<file path="src/rtl/cpu_pkg.sv">
// Shared definitions for the execute stage: datapath width, ALU opcodes and
// the stage FSM states.
package cpu_pkg;

  localparam int DATA_WIDTH = 64;
  localparam int SHAMT_W    = 6;

  typedef enum logic [3:0] {
    OP_ADD  = 4'd0,
    OP_SUB  = 4'd1,
    OP_AND  = 4'd2,
    OP_OR   = 4'd3,
    OP_XOR  = 4'd4,
    OP_SLL  = 4'd5,
    OP_SRL  = 4'd6,
    OP_SRA  = 4'd7,
    OP_SLT  = 4'd8,
    OP_SLTU = 4'd9,
    OP_MUL  = 4'd10
  } alu_op_e;

  typedef enum logic {
    IDLE     = 1'b0,
    MUL_BUSY = 1'b1
  } state_e;

endpackage

</file>
<file path="src/rtl/mul_shift_add_64.sv">
// Iterative 64x64 -> low-64 unsigned multiplier, one shift-add step per enabled
// edge; done flags the 64th step so the caller can latch product on that edge.
module mul_shift_add_64
  import cpu_pkg::*;
(
  input  logic                  clk,
  input  logic                  rst,
  input  logic                  start,
  input  logic                  step_en,
  input  logic [DATA_WIDTH-1:0] a,
  input  logic [DATA_WIDTH-1:0] b,
  output logic                  done,
  output logic [DATA_WIDTH-1:0] product
);

  logic [DATA_WIDTH-1:0] a_q;
  logic [DATA_WIDTH-1:0] b_q;
  logic [DATA_WIDTH-1:0] acc_q;
  logic [SHAMT_W-1:0]    count_q;

  // product is the accumulator after the current step, so it is final
  // exactly when done is high.
  assign product = acc_q + (b_q[0] ? a_q : '0);
  assign done    = step_en && (count_q == SHAMT_W'(DATA_WIDTH - 1));

  // NOTE: sequential state uses non-blocking assignments so every register
  // samples pre-edge values regardless of statement order.
  always_ff @(posedge clk or posedge rst) begin
    if (rst) begin
      a_q     <= '0;
      b_q     <= '0;
      acc_q   <= '0;
      count_q <= '0;
    end else if (start) begin
      a_q     <= a;
      b_q     <= b;
      acc_q   <= '0;
      count_q <= '0;
    end else if (step_en) begin
      acc_q   <= product;
      a_q     <= a_q << 1;
      b_q     <= b_q >> 1;
      count_q <= count_q + SHAMT_W'(1);
    end
  end

endmodule

</file>
<file path="src/rtl/execute_unit_64_bit.sv">
// Execute stage: single-cycle ALU plus iterative multiply behind a
// valid/ready handshake, with registered result and register-file write port.
module execute_unit_64_bit #(
  parameter int DATA_WIDTH = 64
) (
  input  logic                  clk,
  input  logic                  rst,
  input  logic                  E,
  input  logic                  in_valid,
  output logic                  in_ready,
  input  logic [3:0]            alu_op,
  input  logic [DATA_WIDTH-1:0] operand_a,
  input  logic [DATA_WIDTH-1:0] operand_b,
  input  logic [4:0]            rd,
  input  logic                  reg_write_in,
  output logic                  out_valid,
  input  logic                  out_ready,
  output logic [DATA_WIDTH-1:0] result,
  output logic                  zero,
  output logic [4:0]            write_register,
  output logic [DATA_WIDTH-1:0] write_data,
  output logic                  register_write
);

  import cpu_pkg::*;

  state_e                state_q;
  logic                  reg_write_q;
  logic [DATA_WIDTH-1:0] alu_result;
  logic [SHAMT_W-1:0]    shamt;
  logic                  accept;
  logic                  mul_start;
  logic                  mul_step;
  logic                  mul_done;
  logic [DATA_WIDTH-1:0] mul_product;

  assign shamt     = operand_b[SHAMT_W-1:0];
  assign in_ready  = E && (state_q == IDLE) && (!out_valid || out_ready);
  assign accept    = in_valid && in_ready;
  assign mul_start = accept && (alu_op == OP_MUL);
  assign mul_step  = E && (state_q == MUL_BUSY);

  // NOTE: every always_comb output gets a default first so no path can
  // infer a latch; unused opcodes (including MUL here) fall through to 0.
  always_comb begin
    alu_result = '0;
    case (alu_op)
      OP_ADD:  alu_result = operand_a + operand_b;
      OP_SUB:  alu_result = operand_a - operand_b;
      OP_AND:  alu_result = operand_a & operand_b;
      OP_OR:   alu_result = operand_a | operand_b;
      OP_XOR:  alu_result = operand_a ^ operand_b;
      OP_SLL:  alu_result = operand_a << shamt;
      OP_SRL:  alu_result = operand_a >> shamt;
      OP_SRA:  alu_result = $unsigned($signed(operand_a) >>> shamt);
      OP_SLT:  alu_result[0] = $signed(operand_a) < $signed(operand_b);
      OP_SLTU: alu_result[0] = operand_a < operand_b;
      default: alu_result = '0;
    endcase
  end

  mul_shift_add_64 u_mul (
    .clk     (clk),
    .rst     (rst),
    .start   (mul_start),
    .step_en (mul_step),
    .a       (operand_a),
    .b       (operand_b),
    .done    (mul_done),
    .product (mul_product)
  );

  // Accepting is only possible when the held result is absent or being
  // consumed, so overwriting write_register at accept never loses a write.
  always_ff @(posedge clk or posedge rst) begin
    if (rst) begin
      state_q        <= IDLE;
      out_valid      <= 1'b0;
      result         <= '0;
      write_register <= '0;
      reg_write_q    <= 1'b0;
    end else if (E) begin
      case (state_q)
        IDLE: begin
          if (accept) begin
            write_register <= rd;
            reg_write_q    <= reg_write_in;
            if (alu_op == OP_MUL) begin
              state_q   <= MUL_BUSY;
              out_valid <= 1'b0;
            end else begin
              result    <= alu_result;
              out_valid <= 1'b1;
            end
          end else if (out_valid && out_ready) begin
            out_valid <= 1'b0;
          end
        end
        MUL_BUSY: begin
          if (mul_done) begin
            result    <= mul_product;
            out_valid <= 1'b1;
            state_q   <= IDLE;
          end
        end
        default: state_q <= IDLE;
      endcase
    end
  end

  assign zero           = (result == '0);
  assign write_data     = result;
  assign register_write = out_valid && out_ready && E && reg_write_q &&
                          (write_register != 5'd0);

endmodule

</file>
<file path="config.mk">
export PLATFORM = sky130hd
export DESIGN_NAME = execute_unit_64_bit
export DESIGN_NICKNAME = d
export VERILOG_FILES = /design/src/rtl/cpu_pkg.sv /design/src/rtl/mul_shift_add_64.sv /design/src/rtl/execute_unit_64_bit.sv
export SDC_FILE = /design/constraint.sdc
export NUM_CORES = 2
export LEC_CHECK = 0
export ABC_AREA = 1
export BUFFER_PORTS_ARGS = -buffer_cell sky130_fd_sc_hd__buf_2
export CAP_MARGIN = 20
export CORE_MARGIN = 3
export CORE_UTILIZATION = 26
export DETAILED_ROUTE_END_ITERATION = 10
export PLACE_DENSITY = 0.5
export SYNTH_ARGS = -nofsm -noshare
export SYNTH_HDL_FRONTEND = slang
export SYNTH_SLANG_ARGS = --single-unit
</file>
<file path="constraint.sdc">
create_clock -name clk -period 11.17 [get_ports clk]
set_input_delay 0.5585 -clock clk [delete_from_list [all_inputs] [get_ports clk]]
set_output_delay 0.5585 -clock clk [all_outputs]
set_load 0.1 [all_outputs]
</file>
======== Word-level counts from Yosys, hierarchy flattened ========
Index checks and enable logic that the tools add are counted.
word-level totals
  flip-flop bits (word level) ............. 270
  bits in latches ......................... 0
  bits in writable memories ............... 0
  ROM bits ................................ 0
  bits of input ports ..................... 143
  output and inout bits ................... 137
  word-level logic and storage cells ...... 80
  memories ................................ 0
cells by class
  add/sub/neg operators ................... 4
  $mul .................................... 0
  div/mod/pow operators ................... 0
  $lt $le $gt $ge ......................... 2
  equality and inequality tests ........... 15
  shift-type cells ........................ 3
  mux-type cells .......................... 24
  bitwise operators ....................... 4
  reduce and logical (&&, ||, !) cells .... 19
operators with widths
  cell                 number
  $mux 64              10
  $pmux 63 s8          1
  $add 64x64->64       2
  $lt 64x64->1         2
  $pmux 64 s2          1
  $and 64x64->64       1
  $logic_not 64->1     1
  $or 64x64->64        1
  $shl 64x6->64        1
  $shr 64x6->64        1
  $sshr 64x6->64       1
  $sub 64x64->64       1
  $xor 64x64->64       1
  $eq 4x3->1 const B   4
  $eq 4x4->1 const B   3
  $mux 6               2
  $logic_and 1x1->1    10
  $pmux 1 s10          1
  $eq 4x2->1 const B   2
  $mux 1               7
  $add 6x1->6 const B  1
  $eq 6x6->1 const B   1
  $reduce_and 3->1     2
  $reduce_bool 5->1    1
  other kinds (11)     13

======== Depth between registers and ports, before layout ========
  word-level depth ........................ 6
  mapped depth ............................ 25
  mapped depth without buffers ............ 22

======== Modules after synthesis ========
From an unflattened synthesis, not the netlist that was laid out.
second synthesis, totals
  cell total of the unflattened synthesis .. 7,850
  area total of the unflattened synthesis .. 42,263.0 µm²
modules (own cells, without submodules)
  module               instances  cells an instance  area an instance (µm²)  seq. area each (µm²)
  execute_unit_64_bit  1          5,540              27,531.4                1,801.7
  mul_shift_add_64     1          2,310              14,731.6                4,954.8

======== Worst setup path before layout ========
Ideal clock, no wire load.
  kind .................................... register to output
  start ................................... reg result[4]
  end ..................................... out zero
  arrival ................................. 4,183 ps
  path slack .............................. 6,428 ps
  cell stages (with the launch flop) ...... 4
  buffers on the path ..................... 0
  cells stage by stage .................... dfrtp_1 > nor4_1 > nand4_1 > nor4_1
between the ends
  word-level cells in the longest chain between the ends .. 1
ends and longest elaborated chain
  what                    line                        RTL
  start, declared         execute_unit_64_bit.sv:18   output logic [DATA_WIDTH-1:0] result,
  start signal, assigned  execute_unit_64_bit.sv:92   result <= alu_result;
  start signal, assigned  execute_unit_64_bit.sv:101  result <= mul_product;
  $logic_not 64->1        execute_unit_64_bit.sv:111  assign zero = (result == '0);
  end, declared           execute_unit_64_bit.sv:19   output logic zero,
Every way passes these cells.

======== Worst setup path in the final report ========
  start ................................... reg state_q
  end ..................................... reg result[24]
between the ends
  word-level cells in the longest chain between the ends .. 6
ends and longest elaborated chain
  what                               line                        RTL
  start, declared                    execute_unit_64_bit.sv:27   state_e state_q;
  start signal, assigned             execute_unit_64_bit.sv:77   state_q <= IDLE;
  start signal, assigned             execute_unit_64_bit.sv:89   state_q <= MUL_BUSY;
  start signal, assigned             execute_unit_64_bit.sv:103  state_q <= IDLE;
  $not 1->1 (no source line)         n/a
  $logic_and 1x1->1 (2 in series)    execute_unit_64_bit.sv:38   assign in_ready = E && (state_q == IDLE) && (!out_valid || out_ready);
  $logic_and 1x1->1                  execute_unit_64_bit.sv:39   assign accept = in_valid && in_ready;
  $ne 2x2->1 (no source line)        n/a
  $reduce_and 4->1 (no source line)  n/a
Parallel ways exist; a longest one is shown, timed or not.
A chain may end at the register's enable or synchronous reset.

==> impl_metrics.env <==
export IMPL_cts_setup_buffers=0
export IMPL_wl_met3_mm=25.2
export IMPL_synth_compound_area_share_pct=14.2
export IMPL_synthToLayoutAreaGrowth_pct=9.59
export IMPL_clk_path_buf_depth=3
export IMPL_synthArstFlopShare_pct=100
export IMPL_synth_area_leaders="nand2_1 (23%), dfrtp_1 (17%), nand3_1 (14%), inv_1 (9.6%), ha_1 (8.2%)"
export IMPL_clkLatencyLatePin_ps=640
export IMPL_post_route_period_util_pct=40.2
export IMPL_finalMaxSlewViolations=0
export IMPL_crit_top_cell="buf_4"
export IMPL_drt_met1_wl_mm=117
export IMPL_synthCells=7438
export IMPL_clock_skew_ps=42.0
export IMPL_die_x_um=402
export IMPL_worst_pin_slew_ps=1240
export IMPL_startpoint_type="flip-flop"
export IMPL_critPathCaptureType="flip-flop"
export IMPL_r2r_start="state_q"
export IMPL_routed_wl_met2_mm=116
export IMPL_synth_edff_count=0
export IMPL_initial_utilization_pct=26.3
export IMPL_port_buffers=279
export IMPL_grt_pass1_vias=48500
export IMPL_cpPeakStageDelay_ps=680
export IMPL_grt_antenna_before_repair=22
export IMPL_cp_slowest_cell="buf_4"
export IMPL_outcome="finished clean"
export IMPL_ir_drop_v=0.000388
export IMPL_final_area_mm2=0.0447
export IMPL_gr_total_overflow=0
export IMPL_syn_area_per_cell_um2=5.49
export IMPL_synth_area_leader_cell="nand2_1"
export IMPL_synth_area_mm2=0.0408
export IMPL_remaining_drc_errors=0
export IMPL_firstDrtPassIters=7
export IMPL_drive_gt1_share_pct=6.70
export IMPL_holdBufCountCts=0
export IMPL_io_pins=280
export IMPL_worstPathRequired_ps=11690
export IMPL_ys_flop_type="dfrtp_1"
export IMPL_vias=52600
export IMPL_die_h_um=402
export IMPL_synth_seq_cells=270
export IMPL_synth_common_cells="nand2_1 (2481), nand3_1 (1107), inv_1 (1047), nor2_1 (561), a21oi_1 (347)"
export IMPL_synth_nets=7850
export IMPL_cp_max_fo=66
export IMPL_groute_usage_overall_pct=32.9
export IMPL_highest_layer="met5"
export IMPL_min_period_ps=4490
export IMPL_hold_viol_final=0
export IMPL_worstPathArrival_ps=5010
export IMPL_power_per_cell_area_mw_per_mm2=179
export IMPL_power_leakage_nw=24.2
export IMPL_synth_top_cell_area_share_pct=22.8
export IMPL_synth_xor_area_share_pct=0.729
export IMPL_cts_made_buffers=37
export IMPL_synth_cell_types=54
export IMPL_place_area_mm2=0.0435
export IMPL_drtIter0Drc=7196
export IMPL_layout_nets=7852
export IMPL_synth_mux_area_share_pct=0.0490
export IMPL_wire_per_inst_um=29.1
export IMPL_viasPerCell=5.52
export IMPL_rsz0062_at_grt="no"
export IMPL_synth_fa_ha_area_share_pct=8.30
export IMPL_criticalPathCategory="reg2reg"
export IMPL_timing_rr_end="result[24]"
export IMPL_dieArea_mm2=0.162
export IMPL_drv_cap=0
export IMPL_yosysMostFrequentCell="nand2_1"
export IMPL_wirelength_mm=277
export IMPL_detail_route_antenna_nets=0
export IMPL_cts_root_buf="clkbuf_16"
export IMPL_cts_resized=0
export IMPL_h_tree_depth=2
export IMPL_dpl_hpwl_mm=225
export IMPL_globalplace_congestion=1.11
export IMPL_setup_viol=0
export IMPL_hp_class="in2async"
export IMPL_ys_warn_count=0
export IMPL_reg2reg_depth=14
export IMPL_cts_sinks=270
export IMPL_row_count=144
export IMPL_ys_seq_area_share_pct=16.6
export IMPL_cts_tree="built"
export IMPL_grt_max_degree=153
export IMPL_max_freq_ghz=0.223
export IMPL_tns_ps=0
export IMPL_maxSlewHeadroom_pct=16.9
export IMPL_synth_top_family_by_area="simple AND/OR/NAND/NOR gates"
export IMPL_core_area_mm2=0.155
export IMPL_grt_pass1_wl_mm=380
export IMPL_path_clk_slew_ps=60
export IMPL_synthSimpleGateAreaFrac_pct=45.7
export IMPL_ff2ff_setup_slack_ps=6680
export IMPL_cp_cell_sequence="buf_4, nand2_4, inv_6, nand3_1, inv_1, a21oi_1, nor2_1, nand2_1, nor2_4, buf_4, buf_4, o31ai_1, a21oi_1, nor2_1"
-- placed cells by master, fill, tap and decap left out, drive strengths merged, types with 16 or more instances in the layout --
cell type  instances
and2              26
nand3b            16
o21ai            322
a22oi             55
o221ai            51
o21bai            20
inv             1067
a21oi            347
nand3           1107
xor2              26
a21boi            19
dfrtp            270
clkbuf            47
o211ai            55
nor4              24
nor3              60
nand2           2486
a22o              21
ha               266
nand4             72
o22ai             54
buf              342
or2               53
nor2             571
-- how the worst max path moves through the flow --
stage / startpoint / end
2_1_floorplan: rst / out_valid
3_3_place_gp: operand_b[1] / result[54]
3_5_place_dp: operand_b[1] / result[54]
4_1_cts: state_q / result[24]
5_1_grt: state_q / result[28]
6_report: state_q / result[24]
-- flip-flops by register name, summed over array words and instances (netlist names) --
name and count:
u_mul.b_q 64, u_mul.count_q 6, reg_write_q 1, write_register 5, state_q 1, u_mul.acc_q 64, result 64, out_valid 1
u_mul.a_q 64
-- worst max-delay path, delay by kind of cell (launching register included) --
family	cells	cell delay (ps)
buf+inv	5	2350
simple gates	6	1040
compound gates	3	540
flops	1	340
-- cell families after synthesis --
logic type / Yosys count
xor+xnor: 34
mux: 2
flops: 270
buf+inv: 1446
simple gates: 4426
fa+ha+maj: 269
compound gates: 991
-- per-stage QoR --
stage               hold slack [ps]  total power [W]  setup WS [ps]  util, %  cells
floorplan                       443          0.00527           3170        -   7438
global placement                463          0.00664           6400     28.0   9444
detailed placement              469          0.00665           6440     28.0   9445
CTS                            65.2          0.00796           6620     28.9   9510
global route                   87.5          0.00836           6410     28.9   9510
finish                         11.3          0.00801           6680     28.9   9523
-- where the power goes --
| group | internal, W | total [W] | leakage [nW] | switching, W |
|---|---|---|---|---|
| clock network | 0.000709 | 0.00128 | 0.596 | 0.000567 |
| registers | 0.00136 | 0.00178 | 3.56 | 0.000418 |
| logic | 0.000998 | 0.00495 | 20.1 | 0.00396 |
-- routing by layer --
metal | vias to the layer above | GRT usage, %
li1 | 24000 | -
met1 | 25100 | 44.2
met2 | 2883 | 49.3
met3 | 531 | 6.09
met4 | 18 | 18.1
met5 | - | 0
-- final cells by class --
class                           instances  area (um2)
Fill cell                           18100      110000
Multi-Input combinational cell       5722       28200
Sequential cell                       270        6760
Inverter                             1067        4030
Tap cell                             2044        2560
Timing Repair Buffer                  342        1900
Clock buffer                           47        1020
Clock inverter                         18         225
Antenna cell                           13        32.5
(Power assumes the default switching activity.)
